**src/rtl/uart_cap_pkg.sv**
```systemverilog
// Shared types and ASCII constants for the UART capitalizer datapath.
// The state enum and case-mapping helper are reused by the sequencer and ascii_upper.
package uart_cap_pkg;

    typedef enum logic [2:0] {
        ST_IDLE  = 3'd0,
        ST_READ  = 3'd1,
        ST_WAIT  = 3'd2,
        ST_WRITE = 3'd3,
        ST_LF    = 3'd4
    } state_e;

    localparam logic [7:0] LOWER_A    = 8'h61;
    localparam logic [7:0] LOWER_Z    = 8'h7A;
    localparam logic [7:0] CASE_DELTA = 8'h20;
    localparam logic [7:0] CR         = 8'h0D;
    localparam logic [7:0] LF         = 8'h0A;

    function automatic logic is_lower(input logic [7:0] b);
        return (b >= LOWER_A) && (b <= LOWER_Z);
    endfunction

endpackage

```
**src/rtl/ascii_upper.sv**
```systemverilog
// Combinational ASCII upper-caser: maps a-z to A-Z when enabled, passes
// every other code through unchanged.
module ascii_upper
    import uart_cap_pkg::*;
(
    input  logic [7:0] i_data,
    input  logic       i_cap_en,
    output logic [7:0] o_data
);

    always_comb begin
        o_data = i_data;
        if (i_cap_en && is_lower(i_data)) begin
            o_data = i_data - CASE_DELTA;
        end
    end

endmodule

```
**src/rtl/uart_cap_sequencer.sv**
```systemverilog
// Moves bytes from the RX FIFO to the TX FIFO one at a time, upper-casing and
// expanding CR into CR+LF on the way, with a popped-byte counter and sticky error.
module uart_cap_sequencer
    import uart_cap_pkg::*;
#(
    parameter int                    DATA_WIDTH = 8,
    parameter int                    CNT_WIDTH  = 16,
    parameter logic [DATA_WIDTH-1:0] CR_CHAR    = CR,
    parameter logic [DATA_WIDTH-1:0] LF_CHAR    = LF
) (
    input  logic                  i_clk,
    input  logic                  i_rst_n,
    input  logic                  i_en,
    input  logic                  i_cap_en,
    input  logic                  i_crlf_en,
    output logic                  o_rx_rd_en,
    input  logic [DATA_WIDTH-1:0] i_rx_rd_data,
    input  logic                  i_rx_rd_valid,
    input  logic                  i_rx_empty,
    output logic                  o_tx_wr_en,
    output logic [DATA_WIDTH-1:0] o_tx_wr_data,
    input  logic                  i_tx_full,
    output logic                  o_busy,
    output logic [CNT_WIDTH-1:0]  o_byte_count,
    output logic                  o_err
);

    state_e                state_q, state_d;
    logic [DATA_WIDTH-1:0] byte_q, byte_d;
    logic                  crlf_q, crlf_d;
    logic [CNT_WIDTH-1:0]  count_q, count_d;
    logic                  err_q, err_d;

    logic [DATA_WIDTH-1:0] xform_byte;
    logic                  start_ok;

    ascii_upper u_upper (
        .i_data   (i_rx_rd_data),
        .i_cap_en (i_cap_en),
        .o_data   (xform_byte)
    );

    always_ff @(posedge i_clk or negedge i_rst_n) begin
        if (!i_rst_n) begin
            state_q <= ST_IDLE;
            byte_q  <= '0;
            crlf_q  <= 1'b0;
            count_q <= '0;
            err_q   <= 1'b0;
        end else begin
            state_q <= state_d;
            byte_q  <= byte_d;
            crlf_q  <= crlf_d;
            count_q <= count_d;
            err_q   <= err_d;
        end
    end

    // A new byte may only start when enabled and RX has data; used from IDLE
    // and as the back-to-back exit from WRITE/LF.
    assign start_ok = i_en && !i_rx_empty;

    always_comb begin
        state_d = state_q;
        byte_d  = byte_q;
        crlf_d  = crlf_q;
        count_d = count_q;
        err_d   = err_q;
        unique case (state_q)
            ST_IDLE: begin
                if (start_ok) state_d = ST_READ;
            end
            ST_READ: begin
                state_d = ST_WAIT;
            end
            ST_WAIT: begin
                if (i_rx_rd_valid) begin
                    byte_d  = xform_byte;
                    crlf_d  = i_crlf_en;
                    count_d = count_q + CNT_WIDTH'(1);
                    state_d = ST_WRITE;
                end else begin
                    err_d   = 1'b1;
                    state_d = ST_IDLE;
                end
            end
            ST_WRITE: begin
                if (!i_tx_full) begin
                    if (crlf_q && (byte_q == CR_CHAR)) state_d = ST_LF;
                    else if (start_ok)                 state_d = ST_READ;
                    else                               state_d = ST_IDLE;
                end
            end
            ST_LF: begin
                if (!i_tx_full) begin
                    state_d = start_ok ? ST_READ : ST_IDLE;
                end
            end
            default: begin
                state_d = ST_IDLE;
            end
        endcase
    end

    // Strobes are decoded from state so read and write can never overlap.
    always_comb begin
        o_rx_rd_en   = (state_q == ST_READ);
        o_tx_wr_en   = ((state_q == ST_WRITE) || (state_q == ST_LF)) && !i_tx_full;
        o_tx_wr_data = (state_q == ST_LF) ? LF_CHAR : byte_q;
        o_busy       = (state_q != ST_IDLE);
    end

    assign o_byte_count = count_q;
    assign o_err        = err_q;

endmodule

```
**config.mk**
```make
export PLATFORM = sky130hd
export DESIGN_NAME = uart_cap_sequencer
export DESIGN_NICKNAME = d
export VERILOG_FILES = /design/src/rtl/uart_cap_pkg.sv /design/src/rtl/ascii_upper.sv /design/src/rtl/uart_cap_sequencer.sv
export SDC_FILE = /design/constraint.sdc
export NUM_CORES = 1
export LEC_CHECK = 0
export ABC_AREA = 1
export BUFFER_PORTS_ARGS = -buffer_cell sky130_fd_sc_hd__buf_2
export CORE_ASPECT_RATIO = 0.6
export CORE_MARGIN = 1
export CORE_UTILIZATION = 51
export CTS_CLUSTER_SIZE = 16
export DETAILED_ROUTE_END_ITERATION = 7
export PLACE_DENSITY = 0.86
export SLEW_MARGIN = 0
export SYNTH_ARGS = -nofsm -noshare
export SYNTH_HDL_FRONTEND = slang
export SYNTH_HIERARCHICAL = 1
export SYNTH_SLANG_ARGS = --single-unit
```
**constraint.sdc**
```tcl
create_clock -name i_clk -period 1.41 [get_ports i_clk]
set_input_delay 0.141 -clock i_clk [delete_from_list [all_inputs] [get_ports i_clk]]
set_output_delay 0.141 -clock i_clk [all_outputs]
set_load 0.01 [all_outputs]
```
==> results of run 1 <==
[cell usage in the layout, fill, tap and decap left out]
cell type / synthesis / routed
nand3_4: 0 / 3
nand3b_1: 1 / 1
nor2_2: 2 / 2
o21ai_0: 10 / 10
nor3_1: 4 / 3
inv_6: 0 / 1
nand2_1: 76 / 76
or2_1: 1 / 1
nand4_1: 4 / 4
and2_1: 1 / 1
buf_2: 0 / 43
ha_2: 0 / 1
nor2_1: 24 / 22
dfrtp_1: 29 / 25
xnor2_1: 3 / 3
buf_4: 8 / 12
dfrtp_2: 0 / 4
dlygate4sd3_1: 0 / 1
o21ai_2: 0 / 1
inv_2: 2 / 3
inv_1: 34 / 31
o21bai_1: 1 / 1
clkinv_2: 0 / 2
nand2_2: 3 / 3
nand3_1: 6 / 5
inv_8: 0 / 1
nand3_2: 6 / 4
clkbuf_1: 0 / 1
clkbuf_8: 0 / 5
ha_1: 2 / 1
buf_6: 0 / 3
nor2_4: 3 / 5
xor2_1: 7 / 7
nor3_4: 1 / 2
a21oi_1: 4 / 4
[how the worst max path moves through the flow]
stage	slack, ps	cells after the start	to	startpoint
after floorplan	70	6	o_byte_count[8]	o_byte_count[0]
after CTS	-20	5	o_tx_wr_data[3]	state_q[2]
after global routing	-110	5	o_tx_wr_data[3]	state_q[2]
after global placement	90	8	o_byte_count[7]	o_byte_count[0]
final	-60	5	o_busy	state_q[1]
after detailed placement	9	6	byte_q[6]	state_q[0]
[cell type report]
type / instances / area share, %
tap: 42 / 2.36
clock inverter: 2 / 0.449
timing repair buffer: 59 / 15.7
sequential: 29 / 32.8
clock buffer: 6 / 3.25
multi-input combinational: 160 / 38.9
inverter: 36 / 6.62
[what timing repair did]
action                                  4_1_cts  5_1_grt
pin swaps                                     1        5
resized for setup                            10       17
setup buffers                                 2        3
endpoints found under the setup margin       11       19
hold endpoints to repair                     29        0
hold buffers                                  1        0
[flip-flops by register name (all words and copies together) (netlist names)]
register      flops
byte_q            8
crlf_q            1
o_byte_count     16
o_err             1
state_q           3
[cell families after synthesis]
group / share of synthesized area (%)
and+or+nand+nor: 35.4
adders and majority gates: 1.45
AOI/OAI and AO/OA: 4.78
buffers and inverters: 11.3
xor gates and xnor gates: 5.07
DFF: 42.0
[cells in the mapped netlist, drive strengths merged]
master	number
nand2	79
inv	36
dfrtp	29
nor2	29
nand3	12
o21ai	11
buf	8
xor2	7
nor3	5
a21oi	4
nand4	4
xnor2	3
ha	2
and2	1
nand3b	1
o21bai	1
or2	1
[through the flow]
| stage | worst slack (ps) | utilization (%) | instance area (sq um) | power (mW) | hold WS (ps) |
|---|---|---|---|---|---|
| final | -57.4 | 73.3 | 2230 | 3.23 | 89.8 |
| after global routing | -106 | 73.3 | 2230 | 3.45 | 107 |
| after CTS | -18.0 | 70.6 | 2150 | 3.13 | 91.4 |
| after detailed placement | 9.16 | 66.1 | 2010 | 2.39 | 205 |
| after global placement | 88.3 | 66.1 | 2010 | 2.35 | 203 |
| after floorplan | 70.7 | - | 1730 | 1.93 | -155 |
[where the power goes]
part,leakage (nW),internal [mW],switching [mW]
Clock,0.0450,0.341,0.321
Sequential,0.360,1.05,0.180
Combinational,0.769,0.549,0.781
[per-layer routing]
metal,vias up,part of all wire (%)
met5,-,0
met4,0,1.4
met3,7,6.9
met2,65,42
met1,744,49
li1,821,-
[worst max-delay path, cell delays in order (launching register included)]
cell     delay (ps)
dfrtp_2         440
inv_2           100
nand2_1          60
nor2_1          240
inv_1            60
buf_2           140
==> impl_metrics.yaml, run 1 <==
global_routing:
  grt_max_degree: 30
  grt_pass1_wl_um: 6300
  met3_usage_pct: 6.02
  use_met2_pct: 34.5
  grt_util_met1_pct: 34.5
  antenna_found_initial: 0
  grt_overflow: 0
  grt-busiest-layer: "met1"
  grt_pass1_vias: 1365
  grtUsageTotal_pct: 23.8
logic_synthesis:
  synth_area_leaders: "dfrtp_1 42%, nand2_1 17%, inv_1 7.4%"
  syn-instance-count: 233
  synth_top_cell_area_share_pct: 42.0
  synth_fp_nets: 251
  yosysWarnings: 6
  synth_area_per_cell_sq_um: 7.42
  yosysSeqAreaShare_pct: 42.0
  yosysUniqueCellTypes: 24
  syn-cell-area_sq_um: 1730
  yosys.area.top_type: "dfrtp_1"
  ys_ff_latch: 29
detailed_routing:
  vias: 1637
  firstDrtPassIters: 4
  wire_per_inst_um: 12.6
  via_per_inst: 4.90
  wl_um: 4210
  drc: 0
  drt_iter0_drc: 63
  ant_nets: 0
timing:
  setup_tns_ps: -105
  rsz0062_at_grt: "yes"
  finalClockSkew_ps: 4.83
  setup_violations: 2
  fin_crit_sh_pct: 104
  tightest_slew_ps: 654
  finalHoldViolations: 0
  period_needed_ps: 1470
  slew_headroom_pct: 56.4
  finalWorstSetupSlack_ps: -57.4
  drv_slew: 0
  fmax_mhz: 681
clock_tree:
  clk_latency_ps: 280
  root_buffer: "clkbuf_8"
  cts_tree: "done"
  clock_sink_count: 29
  max-clock-path-buffers: 2
  clkTransAtPathRegs_ps: 60
  cts_buffers: 5
  htree_levels: 2
cells_and_area:
  multiInputGateArea_sq_um: 867
  fillers: 243
  syn_to_final_growth_pct: 29.0
  n_antenna_cell: 0
  drive_gt1_share_pct: 32.5
  register_area_sq_um: 731
  layout.nets: 309
  layout.cells.non_filler: 334
setup_path:
  cp-start-kind: "flip-flop"
  rr_endpoint: "o_byte_count[10]"
  end_kind: "output port"
  crit_required_ps: 1270
  critPathMaxFanout: 4
  worstPathArrival_ps: 1330
  reg2reg_from: "state_q[2]"
  worstSetupPathType: "flip-flop to output port"
  r2r_slack_ps: 30
  reg2reg_depth: 7
run:
  drv_cap: 0
hold_path:
  min_to: "crlf_q"
  hold_depth: 3
  worstHoldStart: "i_crlf_en"
  worstHoldPathType: "input port to flip-flop"
floorplanning:
  chipWidth_um: 77.1
  fp.coreArea_sq_um: 3040
  num_rows: 15
  ioPinCount: 44
  die_y_um: 47.1
  die-area_sq_um: 3630
  start_util_pct: 56.8
pwr:
  p_per_area_nw_per_um2: 1450
  total_leakage_power_nw: 1.17
  ir_drop_v: 0.000837
placed_design:
  port-buffer-count: 43
  gp_congestion: 0.856
  post-dp-hpwl_um: 2950
  placedCellCount: 320
status:
  status: "finished with violations"
  violations: "setup timing"
No activity file was read; power rests on OpenSTA's default activity.
==> inputs of run 2 (changes only) <==
RECOVER_POWER = 100   (was default)
==> run 2 against run 1 <==
The run still ends with setup timing left. Fmax decreased by 2.1%. Die area unchanged. Sequential power about the same. Flip-flop and latch count unchanged. Clock power about the same. Worst hold slack improved by 7.2 ps. First-iteration DRC count increased by 3.2%. Largest cell class unchanged. Largest power group unchanged. Highest routed layer unchanged.
==> impl_metrics.yaml, run 2 (same netlist as run 1, synthesis figures left out) <==
setup_path:
  end_kind: "output port"
  cpPeakStageDelay_ps: 440
  worstPathArrival_ps: 1360
  cp-start-kind: "flip-flop"
  critPathMaxFanout: 4
  critPathMostFrequentCell: "inv_1"
  worstSetupPathType: "flip-flop to output port"
  worst-path-buf-inv: 3
  crit_chain: "inv_1, nand2_1, nor2_1, inv_1, buf_2"
  crit_required_ps: 1270
  path_delay_family: "flip-flops"
  cpMaxStageDelayCell: "dfrtp_2"
clock_tree:
  max-clock-path-buffers: 2
  root_buffer: "clkbuf_8"
  clkTransAtPathRegs_ps: 60
  htree_levels: 2
  clock_sink_count: 29
  clk_latency_ps: 280
  cts_tree: "done"
  cts_buffers: 5
floorplanning:
  fp.coreArea_sq_um: 3040
  ioPinCount: 44
  start_util_pct: 56.8
  die-area_sq_um: 3630
  die_y_um: 47.1
  num_rows: 15
  chipWidth_um: 77.1
timing:
  fin_crit_sh_pct: 106
  rsz0062_at_grt: "yes"
  setup_violations: 4
  drv_slew: 0
  finalWorstSetupSlack_ps: -88.9
  finalClockSkew_ps: 5.11
  finalHoldViolations: 0
  fmax_mhz: 667
  tightest_slew_ps: 737
  slew_headroom_pct: 50.9
  period_needed_ps: 1500
status:
  violations: "setup timing"
  status: "finished with violations"
cells_and_area:
  drive_gt1_share_pct: 26.0
  layout_common_cells: "76 x nand2_1, 32 x inv_1, 30 x buf_2"
  final_common_cell: "nand2_1"
  layout.nets: 309
  syn_to_final_growth_pct: 26.4
  layout.cells.non_filler: 334
  n_antenna_cell: 0
  largest_reg_flops: 16
pwr:
  p_sw_share_pct: 40.3
  total_leakage_power_nw: 1.12
  power.internal_mw: 1.89
  combPwrFrac_pct: 40.1
  clock_power_share_pct: 21.0
  p_seq_share_pct: 38.9
  p_per_area_nw_per_um2: 1450
  power_switching_mw: 1.27
  ir_drop_v: 0.000828
  power_mw: 3.16
placed_design:
  port-buffer-count: 43
  gp_congestion: 0.856
  post-dp-hpwl_um: 2950
  placedCellCount: 320
detailed_routing:
  wire_per_inst_um: 12.6
  via_per_inst: 4.79
  ant_nets: 0
  wl_um: 4220
  firstDrtPassIters: 4
  drt_iter0_drc: 65
  drc: 0
  vias: 1601
global_routing:
  grt_pass1_vias: 1365
  grt_overflow: 0
  grt_max_degree: 30
  antenna_found_initial: 0
  grtUsageTotal_pct: 23.8
  grt_pass1_wl_um: 6300
run:
  drv_cap: 0
hold_path:
  worstHoldPathType: "input port to flip-flop"
==> run 2: cell types whose count changed in the layout (fill, tap and decap cells not counted), moves of 2 or more <==
cell / previous run / this run
buf_4: 12 / 8
buf_2: 43 / 30
clkbuf_1: 1 / 17
clkbuf_2: 0 / 2
==> run 2: worst paths after layout <==
check | startpoint | end | slack (ps) | cells past startpoint
min in group asynchronous | i_rst_n | o_byte_count[2] | 460 | 2
worst min-delay path | i_crlf_en | crlf_q | 100 | 3
worst max register to register | o_byte_count[0] | o_byte_count[7] | 20 | 8
worst min register to register | o_err | o_err | 500 | 1
max in group asynchronous | i_rst_n | state_q[1] | 430 | 2
worst max-delay path | state_q[1] | o_busy | -90 | 5
==> run 2: power by group through the flow <==
stage          Combinational [mW]  Sequential [mW]  Clock [mW]
5_1_grt                      1.42             1.25       0.706
4_1_cts                      1.24             1.21       0.674
3_3_place_gp                 1.13             1.21           0
3_5_place_dp                 1.17             1.22           0
2_1_floorplan               0.691             1.24           0
6_report                     1.26             1.23       0.663
==> run 2: through the flow <==
stage	area [sq um]	hold slack, ps	TNS [ps]	setup slack (ps)	utilization (%)
after global routing	2180	107	-1110	-132	71.9
after detailed placement	2010	205	0	9.16	66.1
after floorplan	1730	-155	0	70.7	-
final	2180	97.0	-175	-88.9	71.9
after CTS	2150	91.4	-21.2	-18.0	70.6
after global placement	2010	203	0	88.3	66.1
==> run 2: repair_timing <==
item                                    in CTS  in global routing
pin swaps                                    1                  5
cloned                                       0                  0
setup buffers                                2                  3
endpoints found under the setup margin      11                 19
gates resized for setup                     10                 17
hold endpoints to repair                    29                  0
hold buffers                                 1                  0
==> run 2: cell type report <==
| class | instances | area [sq um] |
|---|---|---|
| multi-input cells | 160 | 860 |
| fillers | 263 | 856 |
| flip-flops and latches | 29 | 729 |
| repair buffers | 59 | 313 |
| inverters | 36 | 148 |
| clock buffers | 6 | 72.6 |
| well taps | 42 | 52.6 |
| clock inverters | 2 | 10.0 |
==> run 2: routing by layer <==
metal,up-vias,track usage (%),share of wire (%)
met3,7,6.02,5.8
met2,50,34.5,43
met1,721,34.5,50
met4,0,9.06,1.4
met5,-,0,0
li1,823,-,-
==> run 2: tightest hold or removal path, stage by stage <==
cell and delay [ps]:
buf_2 90, nand2_1 50, nand2_1 60
==> inputs of run 3 (changes only) <==
--- a/config.mk
+++ b/config.mk
@@ -14,3 +14,3 @@
 export DETAILED_ROUTE_END_ITERATION = 7
-export PLACE_DENSITY = 0.86
+export PLACE_DENSITY = 0.8
 export RECOVER_POWER = 100
==> constraint.sdc (replaced) <==
create_clock -name i_clk -period 1.41 [get_ports i_clk]
set_input_delay 0.0705 -clock i_clk [delete_from_list [all_inputs] [get_ports i_clk]]
set_output_delay 0.0705 -clock i_clk [all_outputs]
set_load 0.01 [all_outputs]
==> run 3 against run 2 <==
The run now ends clean. Register-to-register slack about the same. Critical path depth unchanged. Clock power decreased by 1%. Core utilization grew 0.45 points. Global-route usage grew 0.13 points. Routed wire length decreased by 5.1%. Worst setup slack better by 120 ps. Via count down 0.75%. Die area is the same. First-iteration DRC count rose by 26%. Fmax up 8.3%. Final cell count unchanged. Largest power group unchanged. Highest routed layer unchanged.
==> impl_metrics.yaml, run 3 (same netlist as run 1, synthesis figures left out) <==
status:
  status: "completed"
detailed_routing:
  wl_um: 4000
  drt_iter0_drc: 82
  wire_per_inst_um: 12.0
  via_per_inst: 4.76
  vias: 1589
  ant_nets: 0
  firstDrtPassIters: 4
  drc: 0
setup_path:
  crit_chain: "buf_6, nand3_4, inv_6, or2_1, buf_2"
  critPathMaxFanout: 7
  crit_required_ps: 1340
  worstSetupPathType: "flip-flop to output port"
  cpMaxStageDelayCell: "dfrtp_1"
  cp-start-kind: "flip-flop"
  cpPeakStageDelay_ps: 400
  end_kind: "output port"
  worstPathArrival_ps: 1310
hold_path:
  worstHoldPathType: "input port to flip-flop"
clock_tree:
  max-clock-path-buffers: 2
  htree_levels: 2
  cts_tree: "done"
  cts_buffers: 5
  clk_latency_ps: 280
  root_buffer: "clkbuf_8"
  clock_sink_count: 29
  clkTransAtPathRegs_ps: 60
placed_design:
  port-buffer-count: 43
  placed_area_sq_um: 1990
  post-dp-hpwl_um: 2890
  gp_congestion: 0.859
floorplanning:
  start_util_pct: 56.8
  die-area_sq_um: 3630
  chipWidth_um: 77.1
  ioPinCount: 44
  num_rows: 15
  die_y_um: 47.1
  fp.coreArea_sq_um: 3040
global_routing:
  grt_max_degree: 30
  grtUsageTotal_pct: 23.9
  grt_pass1_vias: 1447
  grt_pass1_wl_um: 6400
  grt_overflow: 0
  antenna_found_initial: 0
pwr:
  p_per_area_nw_per_um2: 1470
  total_leakage_power_nw: 1.15
  ir_drop_v: 0.00122
cells_and_area:
  multiInputGateArea_sq_um: 852
  layout_common_cells: "76 x nand2_1, 38 x buf_2, 31 x inv_1"
  largest_reg_flops: 16
  fillers: 259
  syn_to_final_growth_pct: 27.2
  n_antenna_cell: 0
  layout.nets: 309
  drive_gt1_share_pct: 28.8
  final_common_cell: "nand2_1"
  register_area_sq_um: 727
  fin_area_sq_um: 2200
timing:
  slew_headroom_pct: 52.7
  finalClockSkew_ps: 7.09
  tightest_slew_ps: 710
  setup_violations: 0
  setup_tns_ps: 0
  drv_slew: 0
  fin_crit_sh_pct: 98.1
  fmax_mhz: 723
  period_needed_ps: 1380
  rsz0062_at_grt: "yes"
  finalHoldViolations: 0
run:
  drv_cap: 0
-- run 3: timing repair --
action / 4_1_cts / 5_1_grt
hold endpoints to repair: 30 / 0
hold buffers: 2 / 0
resized for setup: 5 / 12
endpoints found under the setup margin: 10 / 19
pin swaps: 1 / 6
setup buffers: 5 / 2
-- run 3: worst paths after layout --
path / slack [ps] / to / from / depth (start not counted)
worst max-delay path: 30 / o_tx_wr_data[3] / state_q[2] / 5
worst min-delay path: 20 / o_err / i_rx_rd_valid / 2
max in group asynchronous: 540 / o_byte_count[4] / i_rst_n / 2
worst min register to register: 500 / o_err / o_err / 1
min in group asynchronous: 380 / o_byte_count[6] / i_rst_n / 2
worst max register to register: 30 / o_byte_count[7] / state_q[0] / 6
-- run 3: power breakdown --
part / switching, mW / internal (mW) / total (mW)
Clock: 0.315 / 0.341 / 0.656
Combinational: 0.774 / 0.572 / 1.35
Sequential: 0.193 / 1.05 / 1.24
-- run 3: worst max-delay path: cells and delay by family (launching register included) --
kind / cells / cell delay [ps]
DFF: 1 / 400
and+or+nand+nor: 2 / 300
buffers and inverters: 3 / 330
-- run 3: final cells by class --
cell class | count | share of cell area, %
Sequential cell | 29 | 33.1
Clock buffer | 6 | 3.30
Inverter | 36 | 6.60
Multi-Input combinational cell | 160 | 38.8
Clock inverter | 2 | 0.455
Timing Repair Buffer | 59 | 15.4
Tap cell | 42 | 2.39
-- run 3: layer usage --
metal  vias up  part of all wire [%]  GRT usage [%]
met5         -                     0              0
met4         0                   1.1           8.68
met3         7                   4.9           7.18
met2        38                    43           38.4
met1       723                    51           31.6
li1        821                     -              -
-- run 3: through the flow --
stage	hold WS, ps	power (mW)	util, %	setup WS (ps)	std cells
after global routing	32.0	3.46	72.3	-44.6	334
after CTS	5.42	3.11	70.5	3.44	332
final	20.9	3.24	72.3	26.5	334
after detailed placement	130	2.35	65.4	14.7	317
after floorplan	-225	1.93	-	70.7	233
after global placement	137	2.30	65.4	53.7	317
